**config.mk**
```make
export PLATFORM = sky130hd
export DESIGN_NAME = spi_command_decoder
export DESIGN_NICKNAME = d
export VERILOG_FILES = /design/src/rtl/spi_command_decoder.sv
export SDC_FILE = /design/constraint.sdc
export NUM_CORES = 1
export LEC_CHECK = 0
export ABC_AREA = 1
export CAP_MARGIN = 20
export CORE_MARGIN = 2
export CORE_UTILIZATION = 30
export CTS_BUF_LIST = sky130_fd_sc_hd__clkbuf_16
export CTS_CLUSTER_SIZE = 12
export DETAILED_ROUTE_END_ITERATION = 16
export HOLD_SLACK_MARGIN = 0.03
export PLACE_DENSITY_LB_ADDON = 0.08
export REMOVE_ABC_BUFFERS = 1
export SYNTH_ARGS = -nofsm -noshare
export SYNTH_HDL_FRONTEND = slang
export SYNTH_SLANG_ARGS = --single-unit
```
**constraint.sdc**
```tcl
create_clock -name clk -period 1.7 [get_ports clk]
set_input_delay 0.34 -clock clk [delete_from_list [all_inputs] [get_ports clk]]
set_output_delay 0.34 -clock clk [all_outputs]
set_load 0.02 [all_outputs]
```
**src/rtl/spi_command_decoder.sv**
```systemverilog
// SPI command decoder: assembles received bytes into bus transactions.
// Supports WRITE, READ, STREAM, TRANSFER and REPEAT with inter-byte timeout.
module spi_command_decoder #(
    parameter int ADDRESS_WIDTH     = 24,
    parameter int VALUE_WIDTH       = 32,
    parameter int INSTRUCTION_WIDTH = 8,
    parameter int TIMEOUT_CYCLES    = 1024
) (
    input  logic                         clk,
    input  logic                         rst_n,
    input  logic                         spi_rx_valid,
    input  logic [7:0]                   spi_rx_byte,
    input  logic [VALUE_WIDTH-1:0]       value_from_core,
    output logic [INSTRUCTION_WIDTH-1:0] instruction_bus,
    output logic [ADDRESS_WIDTH-1:0]     address_bus,
    output logic [VALUE_WIDTH-1:0]       value_bus,
    output logic                         cmd_valid,
    output logic [7:0]                   tx_byte,
    output logic                         tx_load,
    output logic                         busy,
    output logic                         error
);

    localparam int AB   = ADDRESS_WIDTH / 8;
    localparam int VB   = VALUE_WIDTH / 8;
    localparam int MAXB = (AB > VB) ? AB : VB;
    localparam int BCW  = $clog2(MAXB + 1);
    localparam int PW   = (VB > 1) ? $clog2(VB) : 1;
    localparam int TW   = $clog2(TIMEOUT_CYCLES + 1);

    localparam logic [7:0] OP_WRITE    = 8'h01;
    localparam logic [7:0] OP_READ     = 8'h02;
    localparam logic [7:0] OP_STREAM   = 8'h03;
    localparam logic [7:0] OP_TRANSFER = 8'h04;
    localparam logic [7:0] OP_REPEAT   = 8'h05;

    typedef enum logic [1:0] {
        IDLE,
        ADDR,
        LEN,
        DATA
    } state_t;

    state_t                   state;
    logic [7:0]               opcode;
    logic [BCW-1:0]           byte_cnt;
    logic [ADDRESS_WIDTH-1:0] addr_reg;
    logic [VALUE_WIDTH-1:0]   value_reg;
    logic [8:0]               words_left;
    logic [TW-1:0]            tmo_cnt;
    logic [VALUE_WIDTH-1:0]   rd_buf;
    logic [PW-1:0]            rd_ptr;
    logic                     issued;

    logic                     capture;
    logic [VALUE_WIDTH-1:0]   buf_eff;
    logic [PW-1:0]            ptr_eff;
    logic [PW-1:0]            ptr_next;
    logic [VALUE_WIDTH-1:0]   shifted;
    logic [ADDRESS_WIDTH-1:0] addr_next;
    logic [VALUE_WIDTH-1:0]   value_next;
    logic                     last_addr;
    logic                     last_val;

    assign busy = (state != IDLE);

    // Read-buffer bypass so a TRANSFER in the READ issue cycle sees fresh data.
    always_comb begin
        capture    = cmd_valid &&
                     (instruction_bus == INSTRUCTION_WIDTH'(OP_READ));
        buf_eff    = capture ? value_from_core : rd_buf;
        ptr_eff    = capture ? '0 : rd_ptr;
        ptr_next   = (ptr_eff == PW'(VB - 1)) ? '0 : ptr_eff + 1'b1;
        shifted    = buf_eff << {ptr_eff, 3'b000};
        addr_next  = (addr_reg << 8) | ADDRESS_WIDTH'(spi_rx_byte);
        value_next = (value_reg << 8) | VALUE_WIDTH'(spi_rx_byte);
        last_addr  = (byte_cnt == BCW'(AB - 1));
        last_val   = (byte_cnt == BCW'(VB - 1));
    end

    // Frame decoder FSM with registered bus, transmit and error outputs.
    always_ff @(posedge clk or negedge rst_n) begin
        if (!rst_n) begin
            state           <= IDLE;
            opcode          <= '0;
            byte_cnt        <= '0;
            addr_reg        <= '0;
            value_reg       <= '0;
            words_left      <= '0;
            tmo_cnt         <= '0;
            rd_buf          <= '0;
            rd_ptr          <= '0;
            issued          <= 1'b0;
            instruction_bus <= '0;
            address_bus     <= '0;
            value_bus       <= '0;
            cmd_valid       <= 1'b0;
            tx_byte         <= '0;
            tx_load         <= 1'b0;
            error           <= 1'b0;
        end else begin
            cmd_valid <= 1'b0;
            tx_load   <= 1'b0;
            error     <= 1'b0;
            if (capture) begin
                rd_buf <= value_from_core;
                rd_ptr <= '0;
            end
            if (spi_rx_valid) begin
                tmo_cnt <= '0;
                unique case (state)
                    IDLE: begin
                        case (spi_rx_byte)
                            OP_WRITE, OP_READ, OP_STREAM: begin
                                opcode   <= spi_rx_byte;
                                byte_cnt <= '0;
                                state    <= ADDR;
                            end
                            OP_TRANSFER: begin
                                tx_byte <= shifted[VALUE_WIDTH-1 -: 8];
                                tx_load <= 1'b1;
                                rd_buf  <= buf_eff;
                                rd_ptr  <= ptr_next;
                            end
                            OP_REPEAT: begin
                                if (issued) cmd_valid <= 1'b1;
                            end
                            default: error <= 1'b1;
                        endcase
                    end
                    ADDR: begin
                        addr_reg <= addr_next;
                        byte_cnt <= byte_cnt + 1'b1;
                        if (last_addr) begin
                            byte_cnt <= '0;
                            if (opcode == OP_READ) begin
                                instruction_bus <=
                                    INSTRUCTION_WIDTH'(OP_READ);
                                address_bus <= addr_next;
                                value_bus   <= '0;
                                cmd_valid   <= 1'b1;
                                issued      <= 1'b1;
                                state       <= IDLE;
                            end else if (opcode == OP_WRITE) begin
                                state <= DATA;
                            end else begin
                                state <= LEN;
                            end
                        end
                    end
                    LEN: begin
                        words_left <= (spi_rx_byte == 8'h00) ?
                                      9'd256 : {1'b0, spi_rx_byte};
                        byte_cnt   <= '0;
                        state      <= DATA;
                    end
                    DATA: begin
                        value_reg <= value_next;
                        byte_cnt  <= byte_cnt + 1'b1;
                        if (last_val) begin
                            byte_cnt        <= '0;
                            instruction_bus <= INSTRUCTION_WIDTH'(OP_WRITE);
                            address_bus     <= addr_reg;
                            value_bus       <= value_next;
                            cmd_valid       <= 1'b1;
                            issued          <= 1'b1;
                            if (opcode == OP_STREAM) begin
                                addr_reg   <= addr_reg + 1'b1;
                                words_left <= words_left - 1'b1;
                                if (words_left == 9'd1) state <= IDLE;
                            end else begin
                                state <= IDLE;
                            end
                        end
                    end
                endcase
            end else if (state != IDLE) begin
                if (tmo_cnt == TW'(TIMEOUT_CYCLES - 1)) begin
                    error   <= 1'b1;
                    state   <= IDLE;
                    tmo_cnt <= '0;
                end else begin
                    tmo_cnt <= tmo_cnt + 1'b1;
                end
            end
        end
    end

endmodule

```
# Word-level counts from Yosys, hierarchy flattened

Cells that the tools add are included.

Add/sub/neg operators: 5
Equality and inequality tests: 26
Shift operators: 1
Muxes and demuxes: 62
Bitwise gates (word level): 2
Reductions and logical operators: 18

Operators with widths:

| kind                  | count |
|---|---|
| $mux 32               | 4 |
| $mux 24               | 5 |
| $pmux 24 s2           | 2 |
| $pmux 32 s2           | 1 |
| $eq 8x2->1 const B    | 5 |
| $mux 11               | 3 |
| $or 32x8->32          | 1 |
| $shl 32x5->32         | 1 |
| $mux 2                | 14 |
| $mux 9                | 3 |
| $add 24x1->24 const B | 1 |
| $mux 8                | 3 |
| $or 24x8->24          | 1 |
| $mux 1                | 18 |
| $pmux 9 s2            | 1 |
| $eq 8x1->1 const B    | 2 |
| $eq 8x3->1 const B    | 2 |
| $pmux 8 s2            | 1 |
| $pmux 3 s4            | 1 |
| $add 11x1->11 const B | 1 |
| $eq 11x10->1 const B  | 1 |
| $reduce_bool 2->1     | 5 |
| $eq 9x1->1 const B    | 1 |
| $mux 3                | 3 |
| 24 further kinds      | 34 |

Bits in registers: 191
Bits of input ports: 43
Output and inout port bits: 76
Word-level logic and storage cells: 131

# Depth between registers and ports, before layout

Word-level depth: 8
Gate-level depth with buffers: 13
Depth with buffers taken out: 12

# Worst setup path before layout

Ideal clock, no wire load.

Kind: reg-to-reg
Start point: reg byte_cnt[0]
End point: reg addr_reg[12]
Library setup time: 0.122 ns
Arrival: 1.515 ns
Data required time: 1.578 ns
Slack: 0.063 ns
Cell stages (with the launch flop): 10
Path buffers: 1
Period minus slack after synthesis: 1.637 ns
Cell sequence: dfrtp_1 ha_1 ha_1 nor2_4 nor2_1 nand3_2 inv_2 buf_4 a21oi_1 nor2_1

Word-level cells in the longest chain between the ends: 3

Ends and longest elaborated chain:

| what                              | RTL line | source |
|---|---|---|
| start, declared                   | 46       | `logic [BCW-1:0] byte_cnt;` |
| start signal, assigned            | 133      | `byte_cnt <= byte_cnt + 1'b1;` |
| start signal, assigned            | 159      | `byte_cnt <= byte_cnt + 1'b1;` |
| $eq 3x2->1                        | 78       | `last_val = (byte_cnt == BCW'(VB - 1));` |
| $ne 2x2->1 (no source line)       | --       |  |
| $reduce_and 4->1 (no source line) | --       |  |
| end signal, assigned              | 132      | `addr_reg <= addr_next;` |
| end signal, assigned              | 168      | `addr_reg <= addr_reg + 1'b1;` |
| end, declared                     | 47       | `logic [ADDRESS_WIDTH-1:0] addr_reg;` |

Every way passes these cells.
A chain may end at the register's enable or synchronous reset.

# Worst setup path after layout

Start point: reg byte_cnt[0]
End point: reg value_bus[15]

Word-level cells in the longest chain between the ends: 3
Elaborated cells on any way between the ends: 5
Those cells by class: eq/ne (4); reduce/logical (1)

Ends and longest elaborated chain:

| what                                 | RTL line | source |
|---|---|---|
| $eq 3x2->1, on equally long branches | 78, 77   |  |
| $ne 2x2->1 (no source line)          | --       |  |
| $reduce_and 5->1 (no source line) *  | --       |  |
| end signal, assigned                 | 164      | `value_bus <= value_next;` |
| end, declared                        | 16       | `output logic [VALUE_WIDTH-1:0] value_bus,` |

Mark *: on every way between the ends. The rest lies on a longest branch, timed or not.

==> impl_metrics.toml <==
[floorplan]
die_x_um = 176.6
die_h_um = 176.6
fp-row-count = 63
initial_core_util = 0.3030
io_pins = 119
core_area_mm2 = 0.02948
dieArea_mm2 = 0.03117

[synthesis]
synth_largest_area_cell = "dfrtp_1"
yosysSeqAreaShare = 0.5183
ys_ff_latch = 185
synth.avg_cell_area_um2 = 7.714
synth_warnings = 0
synth_top_area_frac = 0.5183
synth_area_mm2 = 0.008932
netlist_top_cells_area = "dfrtp_1, nand2_1, o21ai_0"
syn_inst = 1158
synthDistinctLibCells = 35

[global_route]
grt_pass1_wl_mm = 43.75
grt_antenna_before_repair = 0
grt_use_total = 0.1772
grt_max_degree = 47
grt_pass1_vias = 8089
grt_overflow = 0

[cts]
clock_path_buffers = 2
cts_buffers = 17
clkSlewWorstSetupHoldPaths_ns = 0.08
cts_tree = "done"
insertion_delay_ns = 0.44
cts_max_level = 4
cts.sinks = 185
cts_root_buf = "clkbuf_16"

[worst_setup_path]
critical_path_class = "flip-flop to flip-flop"
cp.arrival_ns = 2.20
endpoint_kind = "flip-flop"
cp-start-kind = "flip-flop"
cp_max_fo = 5
crit_chain = "inv_2, ha_4, inv_2, nor2_4, nor2_4, nor2_4, nand2_2, nor2_4, nand2_4, buf_12, buf_12, buf_16, nand2_2, o21ai_1"
path_buf_inv = 5
timing.rr.end = "value_bus[15]$_DFFE_PN0P_"
cpPeakStageDelay_ns = 0.43
worstReg2RegStart = "byte_cnt[0]$_DFFE_PN0P_"
critPathTopFamily = "simple AND/OR/NAND/NOR gates"
required_ns = 2.03
rr_worst_depth = 14
cp_common_cell = "nor2_4"
crit_slowest_cell = "dfrtp_1"
rrSetupSlack_ns = -0.17

[sta]
rsz0062_at_grt = "true"
fmax_ghz = 0.5351
finalHoldViolCount = 0
timing.final.max_slew_violations = 0
final.min_clock_period_ns = 1.869
hold_ws_ns = 0.4015
fin_skew_ns = 0.01362
setup_ws_ns = -0.1688
period_share = 1.099
setup_violations = 74
tns_ns = -8.079

[pwr]
clockPowerShare = 0.211
ir_drop_mv = 0.6427
internal_power_w = 0.01145
p_leak_nw = 6.542
pwr-share-comb = 0.425
power_density_mw_per_mm2 = 1468
power_switching_w = 0.007817
p_sw_frac = 0.4057
p_seq_frac = 0.364

[cells_and_area]
multi_input_area_mm2 = 0.004319
nets = 1437
drive_gt1_frac = 0.2487
synthToLayoutAreaGrowth_pct = 46.90
seq_area_mm2 = 0.004633
diodes = 0
fill_cells = 3003
reg.largest.list = "rd_buf x32, value_bus x32"

[detailed_routing]
finalWirelength_mm = 26.95
wire_per_inst_um = 15.07
drc = 0
drt_iter0_markers = 412
drt_pass1_iterations = 4
ant_nets = 0
vias = 8123
drt-vias-per-instance = 4.541

[outcome]
violations = "negative setup slack"
status = "complete, but fails checks"

[run]
cap_violations = 0

[placement]
post-place-ws_ns = -0.3471
numPortBuffers = 112
hpwl_mm = 18.22
gp_congestion = 0.8130

[hold_path]
hold_path_class = "primary input to async pin"
-- how the worst max path moves through the flow --
stage                                     end  slack, ns  cells past startpoint                    start
global route        value_bus[15]$_DFFE_PN0P_      -0.25                     14  byte_cnt[0]$_DFFE_PN0P_
global placement       tx_byte[2]$_DFFE_PN0P_      -0.33                     10           spi_rx_byte[6]
finish              value_bus[15]$_DFFE_PN0P_      -0.17                     14  byte_cnt[0]$_DFFE_PN0P_
CTS                  value_bus[8]$_DFFE_PN0P_      -0.16                     14  byte_cnt[0]$_DFFE_PN0P_
floorplan                state[0]$_DFFE_PN0P_      -0.77                      7     state[0]$_DFFE_PN0P_
detailed placement     tx_byte[0]$_DFFE_PN0P_      -0.35                     10           spi_rx_byte[6]
-- cells by family after synthesis --
family	synth area share
compound gates	0.1158
flops	0.5183
buf+inv	0.07536
fa+ha+maj	0.01121
simple gates	0.2701
xor+xnor	0.008825
other cells	0.0004198
-- cell type report --
class,count,area share
clock buffer,17,0.03242
clock inverter,15,0.01325
multi-input combinational,823,0.3292
tap,390,0.03719
timing repair buffer,250,0.2016
sequential,185,0.3531
inverter,109,0.03328
-- synthesized netlist by cell type, drive strengths merged --
cell type  count
nand2        418
nand3         37
inv          109
ha             8
nor2         125
a22oi          2
o311ai         1
nand3b         1
o21ai        160
o31ai          1
conb           1
a21boi         7
clkbuf        16
dfrtp        185
nor3b          1
nor3           8
xor2           7
a21oi         27
nand4          8
a22o           1
and3           1
a31oi          1
or2            1
xnor2          2
buf           30
-- per-stage QoR --
stage | utilization | instances | cell area (um^2) | power (W)
after CTS | 0.4240 | 1776 | 12500 | 0.01860
after detailed placement | 0.3823 | 1723 | 11270 | 0.01410
after global placement | 0.3823 | 1723 | 11270 | 0.01406
after global routing | 0.4451 | 1789 | 13120 | 0.02074
final | 0.4451 | 1789 | 13120 | 0.01927
after floorplan | - | 1117 | 8687 | 0.01069
-- power groups by stage --
| stage | Combinational [W] | Clock, W | Sequential (W) |
|---|---|---|---|
| final | 0.00819 | 0.00406 | 0.00701 |
| after global routing | 0.00915 | 0.00435 | 0.00724 |
| after CTS | 0.00748 | 0.00418 | 0.00695 |
| after detailed placement | 0.00711 | 0 | 0.00699 |
| after global placement | 0.00707 | 0 | 0.00700 |
| after floorplan | 0.00321 | 0 | 0.00748 |
-- metal layers --
| metal | routed length (um) | global-route usage | share of wire |
|---|---|---|---|
| met1 | 12820 | 0.2460 | 0.48 |
| met2 | 13030 | 0.2926 | 0.48 |
| met3 | 803 | 0.02778 | 0.030 |
| met4 | 300 | 0.03685 | 0.011 |
| met5 | 0 | 0 | 0 |
-- cells in the final DEF (no fill, tap or decap), types with 6 or more instances in the layout --
cell             count
inv_1               98
nor2_2              13
nand2_2             56
a21boi_1             6
nor2_4               8
clkbuf_16           20
buf_16               9
dlygate4sd2_1       67
buf_12              24
buf_6               10
o21ai_2             35
inv_2                7
nand2_1            333
dfrtp_1            182
xor2_1               7
conb_1               6
nor3_1               6
nand4_1              8
buf_4               91
nand3_1             30
a21oi_1             22
nor2_1             104
nand2_4             29
clkdlybuf4s50_1     41
o21ai_1             33
o21ai_0             91
-- timing repair --
item / CTS / global route
setup endpoints to repair: 139 / 103
cloned: 10 / 4
buffers inserted: 15 / 11
pin swaps: 14 / 41
resized for setup: 177 / 183
hold endpoints to repair: 37 / 0
hold buffers: 1 / 0
Note: power is estimated with default switching activity, not from simulation.
